**config.mk**
```make
export PLATFORM = sky130hd
export DESIGN_NAME = l1_data_fill_ctrl_flat
export DESIGN_NICKNAME = d
export VERILOG_FILES = /design/src/rtl/l1_data_fill_ctrl_if.sv /design/src/rtl/l1_data_fill_ctrl.sv /design/src/flat_wrapper.sv
export SDC_FILE = /design/constraint.sdc
export NUM_CORES = 1
export LEC_CHECK = 0
export CAP_MARGIN = 20
export CORE_MARGIN = 2
export CORE_UTILIZATION = 52
export CTS_BUF_LIST = sky130_fd_sc_hd__clkbuf_8
export DETAILED_ROUTE_END_ITERATION = 7
export PLACE_DENSITY = 0.82
export SYNTH_ARGS = -nofsm -noshare
export SYNTH_HDL_FRONTEND = slang
export SYNTH_SLANG_ARGS = --single-unit
```
**constraint.sdc**
```tcl
create_clock -name clk -period 3.77 [get_ports clk]
set_input_delay 0.5655 -clock clk [delete_from_list [all_inputs] [get_ports clk]]
set_output_delay 0.5655 -clock clk [all_outputs]
set_load 0.05 [all_outputs]
```
**src/rtl/l1_data_fill_ctrl_if.sv**
```systemverilog
// Bus bundles for the L1 data fill controller: CPU request port, L1 register-file port,
// and next-level memory port. The controller is the slave of the CPU bus and master of the other two.

interface l1_cpu_if #(
    parameter int ADDR_W = 16,
    parameter int DATA_W = 16
);
    logic              cpu_req;
    logic              cpu_we;
    logic [ADDR_W-1:0] cpu_addr;
    logic [DATA_W-1:0] cpu_wdata;
    logic              cpu_busy;
    logic              cpu_ready;
    logic [DATA_W-1:0] cpu_rdata;

    modport master (
        output cpu_req, cpu_we, cpu_addr, cpu_wdata,
        input  cpu_busy, cpu_ready, cpu_rdata
    );

    modport slave (
        input  cpu_req, cpu_we, cpu_addr, cpu_wdata,
        output cpu_busy, cpu_ready, cpu_rdata
    );
endinterface

interface l1_array_if #(
    parameter int DATA_W = 16
);
    logic              l1_mode;
    logic [4:0]        l1_waddr;
    logic [DATA_W-1:0] l1_wdata;
    logic [4:0]        l1_raddr;
    logic [DATA_W-1:0] l1_rdata;

    modport master (
        output l1_mode, l1_waddr, l1_wdata, l1_raddr,
        input  l1_rdata
    );

    modport slave (
        input  l1_mode, l1_waddr, l1_wdata, l1_raddr,
        output l1_rdata
    );
endinterface

interface l1_mem_if #(
    parameter int ADDR_W = 16,
    parameter int DATA_W = 16
);
    logic              mem_req;
    logic              mem_we;
    logic [ADDR_W-1:0] mem_addr;
    logic [DATA_W-1:0] mem_wdata;
    logic              mem_ack;
    logic [DATA_W-1:0] mem_rdata;

    modport master (
        output mem_req, mem_we, mem_addr, mem_wdata,
        input  mem_ack, mem_rdata
    );

    modport slave (
        input  mem_req, mem_we, mem_addr, mem_wdata,
        output mem_ack, mem_rdata
    );
endinterface

```
**src/rtl/l1_data_fill_ctrl.sv**
```systemverilog
// Direct-mapped tag/valid lookup and line-fill controller in front of a 32-word L1 data array.
// Loads miss into a whole-line fill from next-level memory; stores are write-through, no-write-allocate.

module l1_data_fill_ctrl #(
    parameter int ADDR_W     = 16,
    parameter int DATA_W     = 16,
    parameter int LINE_WORDS = 4
) (
    input  logic       clk,
    input  logic       reset,
    l1_cpu_if.slave    cpu,
    l1_array_if.master l1,
    l1_mem_if.master   mem
);

    localparam int OFF_W = $clog2(LINE_WORDS);
    localparam int IDX_W = 5 - OFF_W;
    localparam int TAG_W = ADDR_W - 5;
    localparam int LINES = 32 / LINE_WORDS;
    localparam logic [OFF_W-1:0] LAST_WORD = OFF_W'(LINE_WORDS - 1);

    typedef enum logic [2:0] {
        IDLE,
        LOOKUP,
        FILL,
        WRITE,
        DONE
    } state_t;

    state_t state;
    state_t stateNext;

    logic [ADDR_W-1:0] reqAddr;
    logic              reqWe;
    logic [DATA_W-1:0] reqWdata;
    logic              reqHit;

    logic [TAG_W-1:0]  tagStore [LINES];
    logic [LINES-1:0]  validBits;
    logic [OFF_W-1:0]  fillCnt;
    logic [DATA_W-1:0] cpuRdata;

    logic [TAG_W-1:0]  reqTag;
    logic [IDX_W-1:0]  reqIdx;
    logic [OFF_W-1:0]  reqOff;
    logic              hit;
    logic              lastWord;
    logic              accept;

    logic              memReq;
    logic              memWe;
    logic [ADDR_W-1:0] memAddr;
    logic [DATA_W-1:0] memWdata;
    logic              l1Mode;
    logic [4:0]        l1Waddr;
    logic [DATA_W-1:0] l1Wdata;
    logic [4:0]        l1Raddr;

    assign reqTag   = reqAddr[ADDR_W-1:5];
    assign reqIdx   = reqAddr[4:OFF_W];
    assign reqOff   = reqAddr[OFF_W-1:0];
    assign hit      = validBits[reqIdx] && (tagStore[reqIdx] == reqTag);
    assign lastWord = (fillCnt == LAST_WORD);
    assign accept   = (state == IDLE) && cpu.cpu_req;

    always_ff @(posedge clk or negedge reset) begin
        if (!reset) begin
            state <= IDLE;
        end else begin
            state <= stateNext;
        end
    end

    always_comb begin
        stateNext = state;
        memReq    = 1'b0;
        memWe     = 1'b0;
        memAddr   = '0;
        memWdata  = '0;
        l1Mode    = 1'b0;
        l1Waddr   = '0;
        l1Wdata   = '0;
        l1Raddr   = '0;
        case (state)
            IDLE: begin
                if (cpu.cpu_req) begin
                    stateNext = LOOKUP;
                end
            end
            LOOKUP: begin
                l1Raddr = reqAddr[4:0];
                if (reqWe) begin
                    stateNext = WRITE;
                end else if (hit) begin
                    stateNext = DONE;
                end else begin
                    stateNext = FILL;
                end
            end
            FILL: begin
                memReq  = 1'b1;
                memAddr = {reqTag, reqIdx, fillCnt};
                if (mem.mem_ack) begin
                    // Each returning word goes straight into the array in its ack cycle
                    l1Mode  = 1'b1;
                    l1Waddr = {reqIdx, fillCnt};
                    l1Wdata = mem.mem_rdata;
                    if (lastWord) begin
                        stateNext = DONE;
                    end
                end
            end
            WRITE: begin
                memReq   = 1'b1;
                memWe    = 1'b1;
                memAddr  = reqAddr;
                memWdata = reqWdata;
                if (mem.mem_ack) begin
                    if (reqHit) begin
                        l1Mode  = 1'b1;
                        l1Waddr = reqAddr[4:0];
                        l1Wdata = reqWdata;
                    end
                    stateNext = DONE;
                end
            end
            DONE: begin
                stateNext = IDLE;
            end
            default: begin
                stateNext = IDLE;
            end
        endcase
    end

    // Valid bits, fill counter and load data; a reset mid-fill leaves the line invalid
    always_ff @(posedge clk or negedge reset) begin
        if (!reset) begin
            validBits <= '0;
            fillCnt   <= '0;
            cpuRdata  <= '0;
        end else begin
            case (state)
                LOOKUP: begin
                    if (!reqWe) begin
                        if (hit) begin
                            cpuRdata <= l1.l1_rdata;
                        end else begin
                            validBits[reqIdx] <= 1'b0;
                            fillCnt           <= '0;
                        end
                    end
                end
                FILL: begin
                    if (mem.mem_ack) begin
                        fillCnt <= fillCnt + OFF_W'(1);
                        if (fillCnt == reqOff) begin
                            cpuRdata <= mem.mem_rdata;
                        end
                        if (lastWord) begin
                            validBits[reqIdx] <= 1'b1;
                        end
                    end
                end
                default: begin
                end
            endcase
        end
    end

    // Request registers and tags carry no reset: they are only read once qualified by state/valid
    always_ff @(posedge clk) begin
        if (accept) begin
            reqAddr  <= cpu.cpu_addr;
            reqWe    <= cpu.cpu_we;
            reqWdata <= cpu.cpu_wdata;
        end
        if (state == LOOKUP) begin
            reqHit <= hit;
        end
        if ((state == FILL) && mem.mem_ack && lastWord) begin
            tagStore[reqIdx] <= reqTag;
        end
    end

    assign cpu.cpu_busy  = (state != IDLE);
    assign cpu.cpu_ready = (state == DONE);
    assign cpu.cpu_rdata = cpuRdata;

    assign mem.mem_req   = memReq;
    assign mem.mem_we    = memWe;
    assign mem.mem_addr  = memAddr;
    assign mem.mem_wdata = memWdata;

    assign l1.l1_mode    = l1Mode;
    assign l1.l1_waddr   = l1Waddr;
    assign l1.l1_wdata   = l1Wdata;
    assign l1.l1_raddr   = l1Raddr;

endmodule

```
**src/flat_wrapper.sv**
```systemverilog
// flat-port wrapper written by rule: the top's interface ports become plain ports
module l1_data_fill_ctrl_flat 
#(
    parameter int ADDR_W     = 16,
    parameter int DATA_W     = 16,
    parameter int LINE_WORDS = 4
)
  (clk, reset, cpu_cpu_req, cpu_cpu_we, cpu_cpu_addr, cpu_cpu_wdata, cpu_cpu_busy, cpu_cpu_ready, cpu_cpu_rdata, l1_l1_mode, l1_l1_waddr, l1_l1_wdata, l1_l1_raddr, l1_l1_rdata, mem_mem_req, mem_mem_we, mem_mem_addr, mem_mem_wdata, mem_mem_ack, mem_mem_rdata);
  l1_cpu_if #(.ADDR_W(ADDR_W), .DATA_W(DATA_W)) cpu_i ();
  l1_array_if #(.DATA_W(DATA_W)) l1_i ();
  l1_mem_if #(.ADDR_W(ADDR_W), .DATA_W(DATA_W)) mem_i ();
  input  logic clk;
  input  logic reset;
  input wire logic [$bits(cpu_i.cpu_req)-1:0] cpu_cpu_req;
  input wire logic [$bits(cpu_i.cpu_we)-1:0] cpu_cpu_we;
  input wire logic [$bits(cpu_i.cpu_addr)-1:0] cpu_cpu_addr;
  input wire logic [$bits(cpu_i.cpu_wdata)-1:0] cpu_cpu_wdata;
  output wire logic [$bits(cpu_i.cpu_busy)-1:0] cpu_cpu_busy;
  output wire logic [$bits(cpu_i.cpu_ready)-1:0] cpu_cpu_ready;
  output wire logic [$bits(cpu_i.cpu_rdata)-1:0] cpu_cpu_rdata;
  output wire logic [$bits(l1_i.l1_mode)-1:0] l1_l1_mode;
  output wire logic [$bits(l1_i.l1_waddr)-1:0] l1_l1_waddr;
  output wire logic [$bits(l1_i.l1_wdata)-1:0] l1_l1_wdata;
  output wire logic [$bits(l1_i.l1_raddr)-1:0] l1_l1_raddr;
  input wire logic [$bits(l1_i.l1_rdata)-1:0] l1_l1_rdata;
  output wire logic [$bits(mem_i.mem_req)-1:0] mem_mem_req;
  output wire logic [$bits(mem_i.mem_we)-1:0] mem_mem_we;
  output wire logic [$bits(mem_i.mem_addr)-1:0] mem_mem_addr;
  output wire logic [$bits(mem_i.mem_wdata)-1:0] mem_mem_wdata;
  input wire logic [$bits(mem_i.mem_ack)-1:0] mem_mem_ack;
  input wire logic [$bits(mem_i.mem_rdata)-1:0] mem_mem_rdata;
  assign cpu_i.cpu_req = cpu_cpu_req;
  assign cpu_i.cpu_we = cpu_cpu_we;
  assign cpu_i.cpu_addr = cpu_cpu_addr;
  assign cpu_i.cpu_wdata = cpu_cpu_wdata;
  assign cpu_cpu_busy = cpu_i.cpu_busy;
  assign cpu_cpu_ready = cpu_i.cpu_ready;
  assign cpu_cpu_rdata = cpu_i.cpu_rdata;
  assign l1_l1_mode = l1_i.l1_mode;
  assign l1_l1_waddr = l1_i.l1_waddr;
  assign l1_l1_wdata = l1_i.l1_wdata;
  assign l1_l1_raddr = l1_i.l1_raddr;
  assign l1_i.l1_rdata = l1_l1_rdata;
  assign mem_mem_req = mem_i.mem_req;
  assign mem_mem_we = mem_i.mem_we;
  assign mem_mem_addr = mem_i.mem_addr;
  assign mem_mem_wdata = mem_i.mem_wdata;
  assign mem_i.mem_ack = mem_mem_ack;
  assign mem_i.mem_rdata = mem_mem_rdata;
  l1_data_fill_ctrl #(.ADDR_W(ADDR_W), .DATA_W(DATA_W), .LINE_WORDS(LINE_WORDS)) u_core (.clk(clk), .reset(reset), .cpu(cpu_i), .l1(l1_i), .mem(mem_i));
endmodule
```
==> metrics <==
die height 117.9 um; 1st-iter DRT viols 424; area after detailed placement 8736 sq um; minimum clock period 3.218 ns; data required time at the worst endpoint 3.20 ns; number of vias in the routed layout 4,425; clock latency at the later pin of the worst-skew pair 0.45 ns; DR WL/cell 21.59 um; maximum clock insertion buffer count 2; final setup slack of the worst path 0.5525 ns; peak supply drop 0.4834 mV; count of flip-flops with a built-in enable after synthesis 122; result of the run finished, final reports clean; starting utilization of the core area 0.5326; via count of the first global-routing pass 4,774; number of inserted filler cells in the final layout 813; Register Area 4449 sq um; standard-cell rows 41; Hold Slack 0.4900 ns; Final Setup Violations 0; number of nets still failing antenna checks after routing 0; path category of the worst min-delay check reg -> reg; DP HPWL 12,070 um; mean number of vias per cell 5.651; worst slew margin relative to its limit 0.5207; Pleak 3.420 nW; overall die width 117.9 um; number of warnings issued by yosys 0; average cell area after synthesis 15.66 sq um; total negative slack 0 ns; final weighted congestion in routability-driven placement 0.8268; Clock Skews 0.01114 ns; instance count after placement with tap cells included 751; number of standard cells after synthesis 431; data arrival time of the worst path 2.65 ns; Synth Register Bits 154; Design Power 6.517 mW; distinct cell type count of the synthesized netlist 49; number of antenna diodes 0; leading register cell type out of synthesis sky130_fd_sc_hd__edfxtp_1; Gates resized, CTS repair 0; total area of multi-input combinational cells 2138 sq um; fmax 0.3108 GHz; share of synthesized registers carrying an async set or reset 0.1883; post-cts hold buffer count 0; number of buffers added on ports 147; clk sink count 154; first-pass GRT wire length 26,490 um; top post-synthesis cells by area sky130_fd_sc_hd__edfxtp_1 (54%), sky130_fd_sc_hd__dfrtp_1 (11%), sky130_fd_sc_hd__mux2_2 (4.5%); Mapped Area 6749 sq um; htree depth 4; number of nets in the synthesized netlist 501; antenna violations before repair 0; placeable core area 12,670 sq um; Die Footprint 13,910 sq um; Final Hold Violating Endpoints 0; cell type with the largest total area after synthesis sky130_fd_sc_hd__edfxtp_1; total wire length after detailed routing 16,910 um; slew at the pin with the worst max-slew slack 0.7172 ns; number of setup buffers added after CTS 0; Synth top area share 0.5428; type of the setup path with the least slack reg -> out; number of CTS-inserted buffers 17; number of top-level design ports 148; largest net degree at the start of global routing 32; fraction of final layout cells sized beyond drive strength 1 0.2144; global-route total usage across every layer 0.2545; period utilization 0.8535; capturing element type of the critical path primary output; fin. max-slew vios 0; CP max FO 31; clock-pin slew on the worst setup and hold paths 0.08 ns; RSZ-0062 raised after global routing false; clock root buffer sky130_fd_sc_hd__clkbuf_8; DRC violations left 0; TritonCTS clock tree built; Non-Filler Cell Area, Final 9072 sq um; part of the Yosys area used for sequential elements 0.6593; First-pass DRT Iterations 5; fin util 0.7160; GRT overflow 0; nature of the critical path startpoint register; Non-Filler Instances 783; Area growth syn-to-layout 34.43%; worst-case setup slack after placement 0.7643 ns; number of nets in the layout 668; areal power density over the cells 718.3 nW/um^2; number of max-cap violations 0
state kept, by name (all words and copies together), names as in the netlist, named ones only:
| signal | flops |
|---|---|
| u_core.tagStore | 88 |
| u_core.reqHit | 1 |
| u_core.reqWdata | 16 |
| u_core.state | 3 |
| u_core.reqAddr | 16 |
| u_core.reqWe | 1 |
| u_core.cpu.cpu_rdata | 16 |
| u_core.fillCnt | 2 |
Yosys cell counts (all sizes together), types with 2 or more instances:
library cell	count
nand2	13
a21oi	6
buf	9
dfxtp	3
and3	19
nand2b	7
nor2	21
mux4	16
xor2	11
clkbuf	16
inv	9
a22o	21
edfxtp	122
nor3b	2
or3	2
nor4	2
o21ai	9
dfrtp	29
nand4	2
nor3	9
a31oi	5
mux2	37
and2	21
nor2b	5
mux2i	22
area by class of cell:
type,count,share of cell area
timing repair buffer,173,0.2094
clock inverter,15,0.01131
inverter,9,0.003724
sequential,154,0.4904
clock buffer,17,0.02579
tap,172,0.02372
multi-input combinational,243,0.2357
power breakdown:
group / switching (mW) / total, mW / internal, mW / leakage [nW]
sequential: 0.238 / 2.36 / 2.12 / 1.50
combinational: 1.84 / 3.09 / 1.25 / 1.74
clock: 0.618 / 1.07 / 0.455 / 0.181
total: 2.69 / 6.52 / 3.82 / 3.42
worst paths after layout:
kind / from / end / slack (ns) / cells past startpoint
max: u_core.state[2] / mem_mem_wdata[14] / 0.55 / 5
min: u_core.state[2] / u_core.state[0] / 0.49 / 1
max reg2reg: register / u_core.cpu.cpu_rdata[3] / 0.78 / 9
min reg2reg: u_core.state[2] / u_core.state[0] / 0.49 / 1
max in group asynchronous: reset / u_core.state[0] / 2.96 / 2
min in group asynchronous: reset / asynchronous set/reset pin / 0.53 / 2
worst max-delay path, stage by stage (launching register included):
cell	delay [ns]
sky130_fd_sc_hd__dfrtp_1	0.42
sky130_fd_sc_hd__nand2b_1	0.27
sky130_fd_sc_hd__inv_1	0.12
sky130_fd_sc_hd__buf_4	0.34
sky130_fd_sc_hd__and3_1	0.24
sky130_fd_sc_hd__clkdlybuf4s50_1	0.81
metal layers:
metal	track usage	wire [um]	vias to the layer above
li1	-	-	1981
met2	0.4164	8429	217
met5	0	0	-
met1	0.3169	6628	2185
met3	0.07122	1271	42
met4	0.1145	575	0
cells in the final DEF (no fill, tap or decap), types with 2 or more instances in the layout:
master and n:
sky130_fd_sc_hd__and3_1 19, sky130_fd_sc_hd__dfxtp_1 3, sky130_fd_sc_hd__nor3_1 8, sky130_fd_sc_hd__mux2i_1 22, sky130_fd_sc_hd__a22o_1 21, sky130_fd_sc_hd__nand2_1 13
sky130_fd_sc_hd__xor2_1 11, sky130_fd_sc_hd__clkdlybuf4s50_1 125, sky130_fd_sc_hd__buf_12 23, sky130_fd_sc_hd__nand2b_1 7, sky130_fd_sc_hd__inv_6 5, sky130_fd_sc_hd__nand4_1 2
sky130_fd_sc_hd__nor2b_1 5, sky130_fd_sc_hd__nor3b_1 2, sky130_fd_sc_hd__buf_4 25, sky130_fd_sc_hd__and2_1 20, sky130_fd_sc_hd__edfxtp_1 122, sky130_fd_sc_hd__a31oi_1 5
sky130_fd_sc_hd__nor2_1 20, sky130_fd_sc_hd__inv_1 12, sky130_fd_sc_hd__mux2_4 10, sky130_fd_sc_hd__clkinv_4 2, sky130_fd_sc_hd__o21ai_0 8, sky130_fd_sc_hd__mux4_2 11
sky130_fd_sc_hd__clkinv_2 3, sky130_fd_sc_hd__dfrtp_1 29, sky130_fd_sc_hd__or3_1 2, sky130_fd_sc_hd__a21oi_1 4, sky130_fd_sc_hd__clkinvlp_4 2, sky130_fd_sc_hd__clkbuf_8 17
sky130_fd_sc_hd__mux4_1 5, sky130_fd_sc_hd__mux2_2 27
cell families after synthesis:
group,after synthesis,share of synthesized area
AO/OA/AOI/OAI,49,0.05488
adder cells (fa/ha/maj),1,0.001854
flip-flops,154,0.6593
buffers and inverters,34,0.02503
AND/OR/NAND/NOR,106,0.08732
XOR/XNOR,12,0.01557
multiplexers,75,0.1561
(Power assumes the default switching activity.)
